`src/rtl/vram_pkg.sv`:
```
// Shared constants, state encoding and helpers for the VRAM write engine.
package vram_pkg;

  localparam int unsigned H_PIXELS = 128;
  localparam int unsigned V_PIXELS = 96;
  localparam int unsigned ADDR_W   = 14;

  // Last on-screen address; everything above it is off the 96-row frame.
  localparam logic [ADDR_W-1:0] LAST_ADDR = ADDR_W'(H_PIXELS * V_PIXELS - 1);

  typedef enum logic [1:0] {
    StIdle  = 2'd0,
    StWrite = 2'd1,
    StFill  = 2'd2
  } state_e;

  // {r, g, b}
  typedef logic [2:0] rgb_t;

  // Row-major with a power-of-two stride, so the address is a plain concatenation.
  function automatic logic [ADDR_W-1:0] xy_to_addr(input logic [6:0] x, input logic [6:0] y);
    return {y, x};
  endfunction

endpackage

```
`src/rtl/vram_fill_counter.sv`:
```
// Frame-walk address counter used by the fill engine; flags the last on-screen address.
module vram_fill_counter
  import vram_pkg::*;
(
  input  logic              clk,
  input  logic              reset_n,
  input  logic              clr,
  input  logic              en,
  output logic [ADDR_W-1:0] count,
  output logic              tc
);

  // Count up on each issued fill write; clear restarts the walk at address 0.
  always_ff @(posedge clk) begin
    if (!reset_n || clr) begin
      count <= '0;
    end else if (en) begin
      count <= count + ADDR_W'(1);
    end
  end

  assign tc = (count == LAST_ADDR);

endmodule

```
`src/rtl/vram_writer.sv`:
```
// Write-side engine for the 128x96 3-bit-RGB video memory.
// Accepts pixel commands on a valid/ready handshake and issues them only inside the
// display controller's write window. Define VRAM_WRITER_FILL_EN to build the
// whole-frame fill engine (FILL state, address counter, colour latch, fill_done).
module vram_writer #(
  parameter int unsigned H_PIXELS = 128,
  parameter int unsigned V_PIXELS = 96,
  parameter int unsigned ADDR_W   = 14
) (
  input  logic                        clk,
  input  logic                        reset_n,
  input  logic                        cmd_valid,
  output logic                        cmd_ready,
  input  logic [$clog2(H_PIXELS)-1:0] cmd_x,
  input  logic [6:0]                  cmd_y,
  input  logic [2:0]                  cmd_rgb,
  input  logic                        fill_start,
  input  logic [2:0]                  fill_rgb,
  input  logic                        wr_allow,
  output logic                        vram_we,
  output logic [ADDR_W-1:0]           vram_addr,
  output logic [2:0]                  vram_rgb,
  output logic                        busy,
  output logic                        fill_done,
  output logic                        oob_err
);

  import vram_pkg::*;

  localparam logic [6:0] YLim = 7'(V_PIXELS);

  state_e     state_q;
  logic [6:0] x_q;
  logic [6:0] y_q;
  rgb_t       rgb_q;

`ifdef VRAM_WRITER_FILL_EN
  rgb_t              fill_rgb_q;
  logic [ADDR_W-1:0] fill_cnt;
  logic              fill_tc;

  vram_fill_counter u_fill_counter (
    .clk     (clk),
    .reset_n (reset_n),
    .clr     ((state_q == StIdle) && fill_start),
    .en      ((state_q == StFill) && wr_allow),
    .count   (fill_cnt),
    .tc      (fill_tc)
  );
`else
  logic unused_fill;
  assign unused_fill = ^{fill_start, fill_rgb};
  assign fill_done   = 1'b0;
`endif

  // Control FSM; every output is a register and the strobes default low each cycle.
  always_ff @(posedge clk) begin
    if (!reset_n) begin
      state_q    <= StIdle;
      cmd_ready  <= 1'b0;
      busy       <= 1'b0;
      vram_we    <= 1'b0;
      vram_addr  <= '0;
      vram_rgb   <= '0;
      oob_err    <= 1'b0;
      x_q        <= '0;
      y_q        <= '0;
      rgb_q      <= '0;
`ifdef VRAM_WRITER_FILL_EN
      fill_done  <= 1'b0;
      fill_rgb_q <= '0;
`endif
    end else begin
      vram_we <= 1'b0;
      oob_err <= 1'b0;
`ifdef VRAM_WRITER_FILL_EN
      fill_done <= 1'b0;
`endif
      unique case (state_q)
        StIdle: begin
          cmd_ready <= 1'b1;
          busy      <= 1'b0;
`ifdef VRAM_WRITER_FILL_EN
          // A fill request takes priority over a command presented in the same cycle.
          if (fill_start) begin
            state_q    <= StFill;
            cmd_ready  <= 1'b0;
            busy       <= 1'b1;
            fill_rgb_q <= fill_rgb;
          end else
`endif
          if (cmd_valid && cmd_ready) begin
            if (cmd_y < YLim) begin
              state_q   <= StWrite;
              cmd_ready <= 1'b0;
              busy      <= 1'b1;
              x_q       <= 7'(cmd_x);
              y_q       <= cmd_y;
              rgb_q     <= cmd_rgb;
            end else begin
              // Off-screen row: consume the command but flag it instead of writing.
              oob_err <= 1'b1;
            end
          end
        end
        StWrite: begin
          if (wr_allow) begin
            vram_we   <= 1'b1;
            vram_addr <= ADDR_W'(xy_to_addr(x_q, y_q));
            vram_rgb  <= rgb_q;
            state_q   <= StIdle;
            cmd_ready <= 1'b1;
            busy      <= 1'b0;
          end
        end
`ifdef VRAM_WRITER_FILL_EN
        StFill: begin
          if (wr_allow) begin
            vram_we   <= 1'b1;
            vram_addr <= ADDR_W'(fill_cnt);
            vram_rgb  <= fill_rgb_q;
            if (fill_tc) begin
              fill_done <= 1'b1;
              state_q   <= StIdle;
              cmd_ready <= 1'b1;
              busy      <= 1'b0;
            end
          end
        end
`endif
        default: begin
          state_q <= StIdle;
        end
      endcase
    end
  end

endmodule

```
`config.mk`:
```
export PLATFORM = sky130hd
export DESIGN_NAME = vram_writer
export DESIGN_NICKNAME = d
export VERILOG_FILES = /design/src/rtl/vram_pkg.sv /design/src/rtl/vram_fill_counter.sv /design/src/rtl/vram_writer.sv
export SDC_FILE = /design/constraint.sdc
export NUM_CORES = 1
export LEC_CHECK = 0
export ABC_CLOCK_PERIOD_IN_PS = 2800
export CAP_MARGIN = 20
export CORE_MARGIN = 2
export CORE_UTILIZATION = 51
export CTS_BUF_LIST = sky130_fd_sc_hd__clkbuf_4
export DETAILED_ROUTE_END_ITERATION = 8
export PLACE_DENSITY = 0.95
export SYNTH_ARGS = -nofsm -noshare
export SYNTH_HDL_FRONTEND = slang
export SYNTH_SLANG_ARGS = --single-unit
```
`constraint.sdc`:
```
create_clock -name clk -period 2.8 [get_ports clk]
set_input_delay 0.56 -clock clk [delete_from_list [all_inputs] [get_ports clk]]
set_output_delay 0.56 -clock clk [all_outputs]
set_load 0.02 [all_outputs]
```
* After elaboration in Yosys (flattened, before gate mapping) *
Cells that the tools add are included.

operators by class
  reductions and logical operators = 9
  order comparisons = 1
  mux-type cells = 13
  equality and inequality tests = 4

operators with widths
  kind                                                                   number
  3-bit AND reduction                                                    3
  7-bit less-than comparator, second input constant                      1
  1-bit 2-to-1 mux                                                       7
  2-bit 2-to-1 mux                                                       3
  2-bit inequality test, second input constant                           3
  2-bit AND reduction                                                    3
  1-bit case mux with 2 select lines                                     2
  2-bit case mux with 2 select lines                                     1
  2-bit by 1-bit equality test with 1-bit output, second input constant  1
  2-bit logical NOT                                                      1
  2-bit nonzero test                                                     1
  1-bit logical AND                                                      1

word-level totals
  output and inout port bits = 22
  input port bits = 25
  word-level logic and storage cells = 37
  register bits after elaboration = 40

* Logic depth before layout (Yosys ltp) *
  word-level depth = 4
  mapped depth = 5
  gate-level depth less buffers = 3

* Worst setup path after synthesis *
OpenSTA, ideal clock, no wires.

  path kind = input -> register
  start = input cmd_valid
  end = register rgb_q[0]
  buffers on the path = 2
  path slack = 1.494 ns
  arrival time = 1.234 ns
  library setup time = 0.072 ns
  cell stages on the path = 5
  data required time = 2.728 ns
  cell sequence = nand3b_4 > a21oi_2 > buf_6 > buf_8 > mux2i_1

on the way
  word-level cells in the longest chain between the ends = 2

ends and longest elaborated chain
  item                           line               RTL
  from (decl)                    vram_writer.sv:12  input logic cmd_valid,
  1-bit logical AND              vram_writer.sv:92  if (cmd_valid && cmd_ready) begin
  3-bit AND reduction (no line)  n/a
  to (signal assigned)           vram_writer.sv:99  rgb_q <= cmd_rgb;
  to (decl)                      vram_writer.sv:35  rgb_t rgb_q;

No other way between the ends.
A chain may end at the register's enable or synchronous reset.

* Worst setup path in the final report *
  start = register cmd_ready
  end = output cmd_ready

RTL lines
  item                    line               RTL
  from (decl)             vram_writer.sv:13  output logic cmd_ready,
  from (signal assigned)  vram_writer.sv:60  cmd_ready <= 1'b0;
  from (signal assigned)  vram_writer.sv:81  cmd_ready <= 1'b1;
  from (signal assigned)  vram_writer.sv:95  cmd_ready <= 1'b0;

No word-level cell between the ends.

==> out/qor.yml <==
status: "finished clean"
power.density_nw_per_um2: 479.1
crit_buf_inv: 1
antenna_found_initial: 0
cts_max_level: 2
crit_arrival_ns: 1.37
detail_route.iter0.violations: 35
syn_nets: 191
fin_crit_sh_pct: 68.87
fin_skew_ns: 0.005171
ant_nets: 0
rrSetupSlack_ns: 1.47
clk_latency_ns: 0.32
row_count: 19
cp.depth: 1
start_util_pct: 54.07
critPathMaxStageDelay_ns: 0.63
portBuffers: 41
reg2reg_depth: 3
synth_seq_area_share_pct: 51.91
synth.distinct_cells: 21
min-delay-start: "y_q[2]$_SDFFE_PN0P_"
fp.dieH_um: 58.31
io_pins: 47
yosysWarnings: 0
syn_area_um2: 1504
hold_viol: 0
vdd_drop_max_v: 0.0004143
criticalPathCategory: "flop to output pin"
cp-endpoint: "cmd_ready"
drc: 0
fin_crit_ns: 1.928
critPathRequiredTime_ns: 2.24
firstDrtPassIters: 4
worst_slew_pin_slew_ns: 0.8696
grt_max_degree: 55
cp-end-kind: "output pin"
track_usage_pct: 16.91
worstSetupStartpointType: "flop"
regToRegEndpoint: "vram_addr[7]$_SDFFE_PN0P_"
grt_pass1_vias: 985
vias: 1166
cts_max_path_buffers: 2
drt_wl_total_um: 2570
max_freq_mhz: 518.5
seq_power_share_pct: 62.5
die_width_um: 58.31
cts_tree: "built"
areaGrowthSynthToFinish_pct: 28.54
power_switching_w: 0.0002049
postCtsHoldBufs: 0
p_int_w: 0.0007212
layout-drive-gt1-share_pct: 6.404
min_path_type: "flop to flop"
finalNonFillerCells: 234
syn_inst: 166
r2r_start: "state_q[0]$_SDFFE_PN0P_"
startpoint: "cmd_ready$_SDFFE_PN0P_"
avgViaCountPerCell: 4.983
cpLargestDelayFamily: "buffers and inverters"
fin_nets: 229
gp_congestion: 0.7115
cap_violations: 0
relSlewSlack_pct: 42.03
p_leak_nw: 0.6993
crit_chain: "clkdlybuf4s50_1"
diodes: 0
setup_viol_count_final: 0
p_total_w: 0.0009261
clk_pin_slew_ns: 0.10
ctsResizeCount: 0
syn_avg_cell_area_um2: 9.060
core_um2: 2781
grt-ovfl-total: 0
rsz0062_at_grt: "no"
synth-seq-cells: 39
slowest_stage: "clkdlybuf4s50_1"
cts-root-buf: "clkbuf_4"
p_clk_share_pct: 27.2
final.setup.tns_ns: 0
cts_buffers: 5
postCtsSetupBuffers: 0
grt_first_pass_wirelength_um: 4312
report.final.slew_viol_count: 0
fillers: 225
dp_hpwl_um: 1743
dp.cells: 228
wl_per_cell_um: 10.98
combPwrFrac_pct: 10.3
dieArea_um2: 3399
switching_share_pct: 22.12
cp_max_fo: 3
clock_sinks: 39
sequential cells by signal, indices dropped and copies added (netlist names), 3 cells and up:
register	cells
y_q	7
vram_addr	14
rgb_q	3
vram_rgb	3
x_q	7
how the worst min path moves through the flow:
stage / slack (ns) / to / cells past startpoint
detailed placement: 0.45 / y_q[2]$_SDFFE_PN0P_ / 2
CTS: 0.46 / rgb_q[0]$_SDFFE_PN0P_ / 2
floorplan: 0.43 / rgb_q[0]$_SDFFE_PN0P_ / 2
global route: 0.48 / x_q[0]$_SDFFE_PN0P_ / 2
global placement: 0.44 / y_q[2]$_SDFFE_PN0P_ / 2
finish: 0.46 / y_q[2]$_SDFFE_PN0P_ / 2
metrics by stage:
step | utilization [%] | setup slack, ns | cell area [µm²] | hold WS [ns]
2_1_floorplan | - | 1.494 | 1504 | 0.4350
3_3_place_gp | 67.88 | 0.8249 | 1888 | 0.4421
3_5_place_dp | 67.88 | 0.7601 | 1888 | 0.4497
4_1_cts | 69.50 | 0.8541 | 1933 | 0.4644
5_1_grt | 69.50 | 0.8411 | 1933 | 0.4778
6_report | 69.50 | 0.8715 | 1933 | 0.4620
cells in the mapped netlist:
cell      count  share of area, %
a21boi_0     17               8.5
a21oi_2       1              0.58
and2_1        2              0.83
and3_1        1              0.42
buf_2         3               1.0
buf_4         2               1.0
buf_6         1              0.75
buf_8         1               1.0
clkbuf_1      5               1.2
conb_1        1              0.25
dfxtp_1      39                52
mux2i_1      15                10
nand2_1      65                16
nand2b_1      1              0.42
nand3_1       1              0.33
nand3b_4      1               1.3
nor2_1        4               1.0
nor2b_1       1              0.42
o21a_1        2               1.0
o21ai_0       1              0.33
o221a_2       2               1.5
power groups by stage:
| stage | Sequential (W) | Combinational (W) | Clock, W |
|---|---|---|---|
| after floorplan | 0.000594 | 0.0000540 | 0 |
| after global placement | 0.000591 | 0.0000948 | 0 |
| after detailed placement | 0.000592 | 0.0000962 | 0 |
| after CTS | 0.000579 | 0.0000966 | 0.000262 |
| after global routing | 0.000581 | 0.000105 | 0.000289 |
| final | 0.000579 | 0.0000955 | 0.000252 |
routing by layer:
metal / vias to the layer above / track usage (%) / routed length, µm
li1: 610 / - / -
met1: 525 / 20.00 / 1149
met2: 27 / 27.45 / 1240
met3: 4 / 5.275 / 137
met4: 0 / 8.970 / 43
met5: - / 0 / 0
area by class of cell:
| cell class | count | area, µm² | share of cell area [%] |
|---|---|---|---|
| Tap cell | 31 | 38.79 | 2.006 |
| Clock buffer | 6 | 45.04 | 2.330 |
| Sequential cell | 39 | 780.7 | 40.39 |
| Timing Repair Buffer | 43 | 420.4 | 21.75 |
| Multi-Input combinational cell | 115 | 648.1 | 33.53 |
cell usage in the layout, fill, tap and decap left out, drive strengths merged:
cell type	n
buf	2
a21oi	1
nor2b	1
o221a	2
and2	2
clkbuf	7
nand3	1
o21ai	1
mux2i	15
nand2b	1
o21a	2
nand2	65
clkdlybuf4s50	40
nand3b	1
dfxtp	39
nor2	4
conb	1
a21boi	17
and3	1
cell families (layout without fill, tap and decap cells):
family	count (synthesis)	after routing	synth area share, %
and+or+nand+nor	76	76	20.96
other	1	1	0.2493
muxes	15	15	9.983
buffers and inverters	12	49	4.991
AOI/OAI and AO/OA	23	23	11.90
DFF	39	39	51.91
Note: power is estimated with default switching activity, not from simulation.
